<file path="config.mk">
export PLATFORM = sky130hd
export DESIGN_NAME = br_lite_ni_flat
export DESIGN_NICKNAME = d
export VERILOG_FILES = /design/src/rtl/br_lite_ni_if.sv /design/src/rtl/br_lite_ni.sv /design/src/flat_wrapper.sv
export SDC_FILE = /design/constraint.sdc
export NUM_CORES = 1
export LEC_CHECK = 0
export ABC_AREA = 1
export BUFFER_PORTS_ARGS = -buffer_cell sky130_fd_sc_hd__clkbuf_2
export CAP_MARGIN = 20
export CELL_PAD_IN_SITES_DETAIL_PLACEMENT = 0
export CELL_PAD_IN_SITES_GLOBAL_PLACEMENT = 1
export CORE_MARGIN = 1
export CORE_UTILIZATION = 24
export DETAILED_ROUTE_END_ITERATION = 10
export GPL_ROUTABILITY_DRIVEN = 0
export MAX_ROUTING_LAYER = met4
export PLACE_DENSITY = 0.49
export SYNTH_ARGS = -nofsm -noshare
export SYNTH_HDL_FRONTEND = slang
export SYNTH_SLANG_ARGS = --single-unit
export TNS_END_PERCENT = 50
</file>
<file path="constraint.sdc">
create_clock -name clk_i -period 5.4 [get_ports clk_i]
set_input_delay 0.81 -clock clk_i [delete_from_list [all_inputs] [get_ports clk_i]]
set_output_delay 0.81 -clock clk_i [all_outputs]
set_load 0.1 [all_outputs]
</file>
<file path="src/rtl/br_lite_ni_if.sv">
// Four-phase flit link between the network interface and the router local port.
// The master drives flit/req and waits for ack; the slave answers with ack.
interface br_lite_ni_if #(
  parameter int unsigned FlitW = 73
) ();
  logic [FlitW-1:0] flit;
  logic             req;
  logic             ack;

  modport master (output flit, output req, input ack);
  modport slave  (input flit, input req, output ack);
endinterface

</file>
<file path="src/rtl/br_lite_ni.sv">
// Lite network interface: turns PE send requests into four-phase injections toward the router,
// and buffers delivered flits in a first-word-fall-through receive FIFO.
module br_lite_ni #(
  parameter logic [15:0] ADDRESS  = 16'h0000,
  parameter int unsigned RX_DEPTH = 4
) (
  input  logic        clk_i,
  input  logic        rst_ni,
  input  logic        tx_valid_i,
  output logic        tx_ready_o,
  input  logic        tx_tgt_i,
  input  logic [15:0] tx_target_i,
  input  logic [31:0] tx_payload_i,
  output logic [7:0]  tx_id_o,
  output logic        rx_valid_o,
  input  logic        rx_ready_i,
  output logic [72:0] rx_flit_o,
  input  logic        local_busy_i,
  br_lite_ni_if.master inj,
  br_lite_ni_if.slave  dlv
);

  typedef struct packed {
    logic [15:0] source;
    logic [15:0] target;
    logic        service;
    logic [7:0]  id;
    logic [31:0] payload;
  } br_data_t;

  localparam logic BR_SVC_ALL = 1'b0;
  localparam logic BR_SVC_TGT = 1'b1;

  localparam logic [1:0] TX_IDLE      = 2'd0;
  localparam logic [1:0] TX_WAIT_FREE = 2'd1;
  localparam logic [1:0] TX_REQ       = 2'd2;
  localparam logic [1:0] TX_RELEASE   = 2'd3;

  localparam logic RX_IDLE = 1'b0;
  localparam logic RX_ACK  = 1'b1;

  localparam int unsigned AW = $clog2(RX_DEPTH);
  localparam logic [AW:0] PtrOne = 1;

  // ---------------- transmit ----------------
  logic [1:0] tx_state_q;
  br_data_t   tx_flit_q;
  logic [7:0] id_cnt_q;
  logic [7:0] tx_id_q;
  logic       tx_accept;

  assign tx_ready_o = (tx_state_q == TX_IDLE);
  assign tx_accept  = tx_valid_i && tx_ready_o;
  assign inj.req    = (tx_state_q == TX_REQ);
  assign inj.flit   = tx_flit_q;
  assign tx_id_o    = tx_id_q;

  always_ff @(posedge clk_i) begin
    if (!rst_ni) begin
      tx_state_q <= TX_IDLE;
      tx_flit_q  <= '0;
      id_cnt_q   <= '0;
      tx_id_q    <= '0;
    end else begin
      case (tx_state_q)
        TX_IDLE: begin
          if (tx_accept) begin
            tx_flit_q.source  <= ADDRESS;
            tx_flit_q.target  <= tx_tgt_i ? tx_target_i : 16'h0000;
            tx_flit_q.service <= tx_tgt_i ? BR_SVC_TGT : BR_SVC_ALL;
            tx_flit_q.id      <= id_cnt_q;
            tx_flit_q.payload <= tx_payload_i;
            tx_id_q           <= id_cnt_q;
            id_cnt_q          <= id_cnt_q + 8'd1;
            tx_state_q        <= TX_WAIT_FREE;
          end
        end
        // Wait for the router port to be free and the previous ack to have dropped.
        TX_WAIT_FREE: if (!local_busy_i && !inj.ack) tx_state_q <= TX_REQ;
        TX_REQ:       if (inj.ack) tx_state_q <= TX_RELEASE;
        TX_RELEASE:   if (!inj.ack) tx_state_q <= TX_IDLE;
        default:      tx_state_q <= TX_IDLE;
      endcase
    end
  end

  // ---------------- receive ----------------
  logic        rx_state_q;
  logic [AW:0] wptr_q;
  logic [AW:0] rptr_q;
  br_data_t    mem_q [RX_DEPTH];
  logic        fifo_full;
  logic        fifo_empty;
  logic        push;
  logic        pop;

  assign fifo_empty = (wptr_q == rptr_q);
  assign fifo_full  = (wptr_q[AW] != rptr_q[AW]) && (wptr_q[AW-1:0] == rptr_q[AW-1:0]);
  assign pop        = !fifo_empty && rx_ready_i;
  // A full FIFO still takes a flit when a pop frees the slot in the same cycle.
  assign push       = (rx_state_q == RX_IDLE) && dlv.req && (!fifo_full || pop);

  assign rx_valid_o = !fifo_empty;
  assign rx_flit_o  = mem_q[rptr_q[AW-1:0]];
  assign dlv.ack    = (rx_state_q == RX_ACK);

  always_ff @(posedge clk_i) begin
    if (!rst_ni) begin
      rx_state_q <= RX_IDLE;
      wptr_q     <= '0;
      rptr_q     <= '0;
    end else begin
      if (push) wptr_q <= wptr_q + PtrOne;
      if (pop)  rptr_q <= rptr_q + PtrOne;
      case (rx_state_q)
        RX_IDLE: if (push) rx_state_q <= RX_ACK;
        RX_ACK:  if (!dlv.req) rx_state_q <= RX_IDLE;
        default: rx_state_q <= RX_IDLE;
      endcase
    end
  end

  always_ff @(posedge clk_i) begin
    if (push) mem_q[wptr_q[AW-1:0]] <= dlv.flit;
  end

endmodule

</file>
<file path="src/flat_wrapper.sv">
// flat-port wrapper written by rule: the top's interface ports become plain ports
module br_lite_ni_flat 
#(
  parameter logic [15:0] ADDRESS  = 16'h0000,
  parameter int unsigned RX_DEPTH = 4
)
  (clk_i, rst_ni, tx_valid_i, tx_ready_o, tx_tgt_i, tx_target_i, tx_payload_i, tx_id_o, rx_valid_o, rx_ready_i, rx_flit_o, local_busy_i, inj_flit, inj_req, inj_ack, dlv_flit, dlv_req, dlv_ack);
  br_lite_ni_if inj_i ();
  br_lite_ni_if dlv_i ();
  input  logic clk_i;
  input  logic rst_ni;
  input  logic tx_valid_i;
  output logic tx_ready_o;
  input  logic tx_tgt_i;
  input  logic [15:0] tx_target_i;
  input  logic [31:0] tx_payload_i;
  output logic [7:0] tx_id_o;
  output logic rx_valid_o;
  input  logic rx_ready_i;
  output logic [72:0] rx_flit_o;
  input  logic local_busy_i;
  output wire logic [$bits(inj_i.flit)-1:0] inj_flit;
  output wire logic [$bits(inj_i.req)-1:0] inj_req;
  input wire logic [$bits(inj_i.ack)-1:0] inj_ack;
  input wire logic [$bits(dlv_i.flit)-1:0] dlv_flit;
  input wire logic [$bits(dlv_i.req)-1:0] dlv_req;
  output wire logic [$bits(dlv_i.ack)-1:0] dlv_ack;
  assign inj_flit = inj_i.flit;
  assign inj_req = inj_i.req;
  assign inj_i.ack = inj_ack;
  assign dlv_i.flit = dlv_flit;
  assign dlv_i.req = dlv_req;
  assign dlv_ack = dlv_i.ack;
  br_lite_ni #(.ADDRESS(ADDRESS), .RX_DEPTH(RX_DEPTH)) u_core (.clk_i(clk_i), .rst_ni(rst_ni), .tx_valid_i(tx_valid_i), .tx_ready_o(tx_ready_o), .tx_tgt_i(tx_tgt_i), .tx_target_i(tx_target_i), .tx_payload_i(tx_payload_i), .tx_id_o(tx_id_o), .rx_valid_o(rx_valid_o), .rx_ready_i(rx_ready_i), .rx_flit_o(rx_flit_o), .local_busy_i(local_busy_i), .inj(inj_i), .dlv(dlv_i));
endmodule
</file>
==> results.ini <==
[run_status]
status = finished clean

[global_routing]
grt-ovfl-total = 0
grt_use_total_pct = 12.7
grt_pass1_wl_um = 55700
grt_max_degree = 95
grt_pass1_vias = 9091
antenna_found_initial = 7

[yosys]
netlist-cell-type-count = 33
synth.area.top_cells = edfxtp_1 (63%), dfxtp_1 (11%), nor2_1 (6.1%), o21ai_0 (4.5%), o22ai_1 (3.3%)
yosysMostFrequentCell = edfxtp_1
async_reset_ff_share_pct = 0
yosys-top-cells-count = edfxtp_1 (292), nor2_1 (229), o21ai_0 (126), dfxtp_1 (76), o22ai_1 (73)
synth_top_area_share_pct = 62.6
synth-edff-count = 292
ys_ff_latch = 368
synthFlopType = edfxtp_1
syn_area_um2 = 14000
netlist.top_cell.by_area = edfxtp_1
ys.warnings.count = 0
ys_seq_area_share_pct = 73.5
synth_area_per_cell_um2 = 12.4
postSynthCellCount = 1128

[cells_and_area]
multiInputGateArea_um2 = 3150
syn2layout_area_growth_pct = 24.3
ff_latch_area_um2 = 10300
final.fill_count = 5961
layout-drive-gt1-share_pct = 26.6
final_core_util_pct = 30.2
fin_cells = 2190
layout.nets = 1525

[routing]
vias = 9276
drc = 0
ant_nets = 0
wirelength_um = 37000
routedWlPerCell_um = 16.9
first_iter_violations = 354
via_per_inst = 4.24
drtPass1Iterations = 4

[floorplan]
die_w_um = 244
core-area_um2 = 57700
ios = 287
rows = 88
die_y_um = 244
die_area_um2 = 59300
start_util_pct = 24.3

[sta]
max_slew_margin_pct = 28.2
rsz0062_at_grt = no
fin_crit_sh_pct = 74.8
drv_slew = 0
finalSetupTns_ns = 0
finalSetupViolCount = 0
finClkSkew_ns = 0.0210
fmax_mhz = 248
hold_slack_ns = 0.456
tightest_slew_ns = 1.08
period_minus_slack_ns = 4.04
finalHoldViolCount = 0
timing.final.ws_setup_ns = 1.36

[worst_setup_path]
worstSetupPathType = reg -> out
arrival_ns = 3.23
cp.required_ns = 4.59
cp_max_fo = 94
worst_setup_path_start_kind = flop
end_kind = primary output

[clock_tree]
numCtsBuffers = 44
clock_insertion_delay_worst_skew_ns = 0.57
clockBufferDepth = 3
clk_pin_slew_ns = 0.06
cts_hold_buf = 0
cts_setup_buffers = 0
clock_tree.root_cell = clkbuf_16
tritoncts = done
htreeDepth = 2
cts_resized = 0
cts.sink_count = 368

[place]
dp_slack_ns = 1.88
placedCellCount = 2104
numPortBuffers = 270
post-dp-hpwl_um = 21800

[worst_hold_path]
hold_class = in -> reg

[power]
p_per_area_nw_per_um2 = 545
leakage_uw = 0.00643
ir_drop_mv = 0.349

[job]
drv_cap = 0

==> flip-flops by register name (all words and copies together), names as in the netlist, named ones only <==
| register | count |
|---|---|
| u_core.dlv.ack | 1 |
| u_core.mem_q | 292 |
| u_core.wptr_q | 3 |
| u_core.rptr_q | 3 |
| u_core.tx_state_q | 2 |
| u_core.id_cnt_q | 8 |
| u_core.inj.flit | 49 |
| u_core.tx_id_o | 8 |
==> worst paths after layout <==
path / from / endpoint / slack, ns / cells past startpoint
worst max-delay path: flop / rx_flit_o[12] / 1.36 / 4
worst min register to register: u_core.inj.flit[40] / u_core.inj.flit[40] / 0.47 / 2
worst min-delay path: dlv_flit[10] / u_core.mem_q[0][10] / 0.46 / 1
worst max register to register: u_core.wptr_q[0] / u_core.mem_q[2][57] / 2.86 / 8
==> report_power, final <==
group	switching [µW]	leakage [µW]	internal (µW)	total, µW
Clock	1170	0.000664	1650	2810
Sequential	109	0.00329	3250	3360
Combinational	2850	0.00247	463	3310
==> layout make-up <==
type,instances,area share (%)
clock buffer,53,6.52
tap,765,5.50
timing repair buffer,286,8.52
inverter,35,0.769
antenna,7,0.101
clock inverter,26,1.33
multi-input combinational,650,18.1
sequential,368,59.1
==> layer usage <==
metal  share of wire [%]  global-route usage [%]  wire, µm
met5                   0                       -         0
met4                 2.0                    3.51       726
met3                 7.9                    4.52      2920
met2                  45                    19.5     16800
met1                  45                    15.6     16600
==> logic make-up after synthesis <==
group | count (synthesis) | share of synthesized area [%]
AOI/OAI and AO/OA | 300 | 11.5
xor gates and xnor gates | 2 | 0.125
buffers and inverters | 125 | 4.61
and+or+nand+nor | 321 | 9.29
adders and majority gates | 11 | 0.983
DFF | 368 | 73.5
other | 1 | 0.0268
==> layout by cell type (no fill, tap or decap), types with 2 or more instances in the layout <==
cell / Yosys / final
nor2_4: 0 / 4
o21ai_1: 67 / 67
clkinv_1: 1 / 10
nand4_1: 3 / 3
nand3_1: 7 / 7
o22ai_1: 73 / 73
buf_4: 31 / 15
inv_2: 6 / 6
edfxtp_1: 292 / 292
xor2_1: 2 / 2
a21oi_1: 30 / 30
clkbuf_2: 2 / 270
dfxtp_1: 76 / 74
conb_1: 1 / 16
nor2_2: 3 / 3
clkinv_2: 0 / 7
nand2_2: 6 / 6
clkinvlp_4: 0 / 2
a21oi_2: 3 / 3
diode_2: 0 / 7
nand2_4: 3 / 3
bufinv_16: 0 / 3
o21ai_0: 126 / 126
inv_1: 28 / 28
clkbuf_16: 0 / 44
nor2_1: 229 / 225
ha_1: 11 / 11
clkbuf_1: 30 / 9
nand2_1: 64 / 64
inv_6: 0 / 2
==> worst max-delay path, cell delays in order, from the launching register on <==
cell and delay [ns]:
dfxtp_4 0.71, buf_4 0.84, o21ai_0 0.22, o22ai_1 0.29
clkbuf_2 0.51
==> per-stage QoR <==
stage          instance area [µm²]  power, µW
3_3_place_gp                 16000       6770
5_1_grt                      17400       9900
3_5_place_dp                 16000       6780
2_1_floorplan                14100       6200
6_report                     17400       9490
4_1_cts                      17400       9650
(Power assumes the default switching activity.)
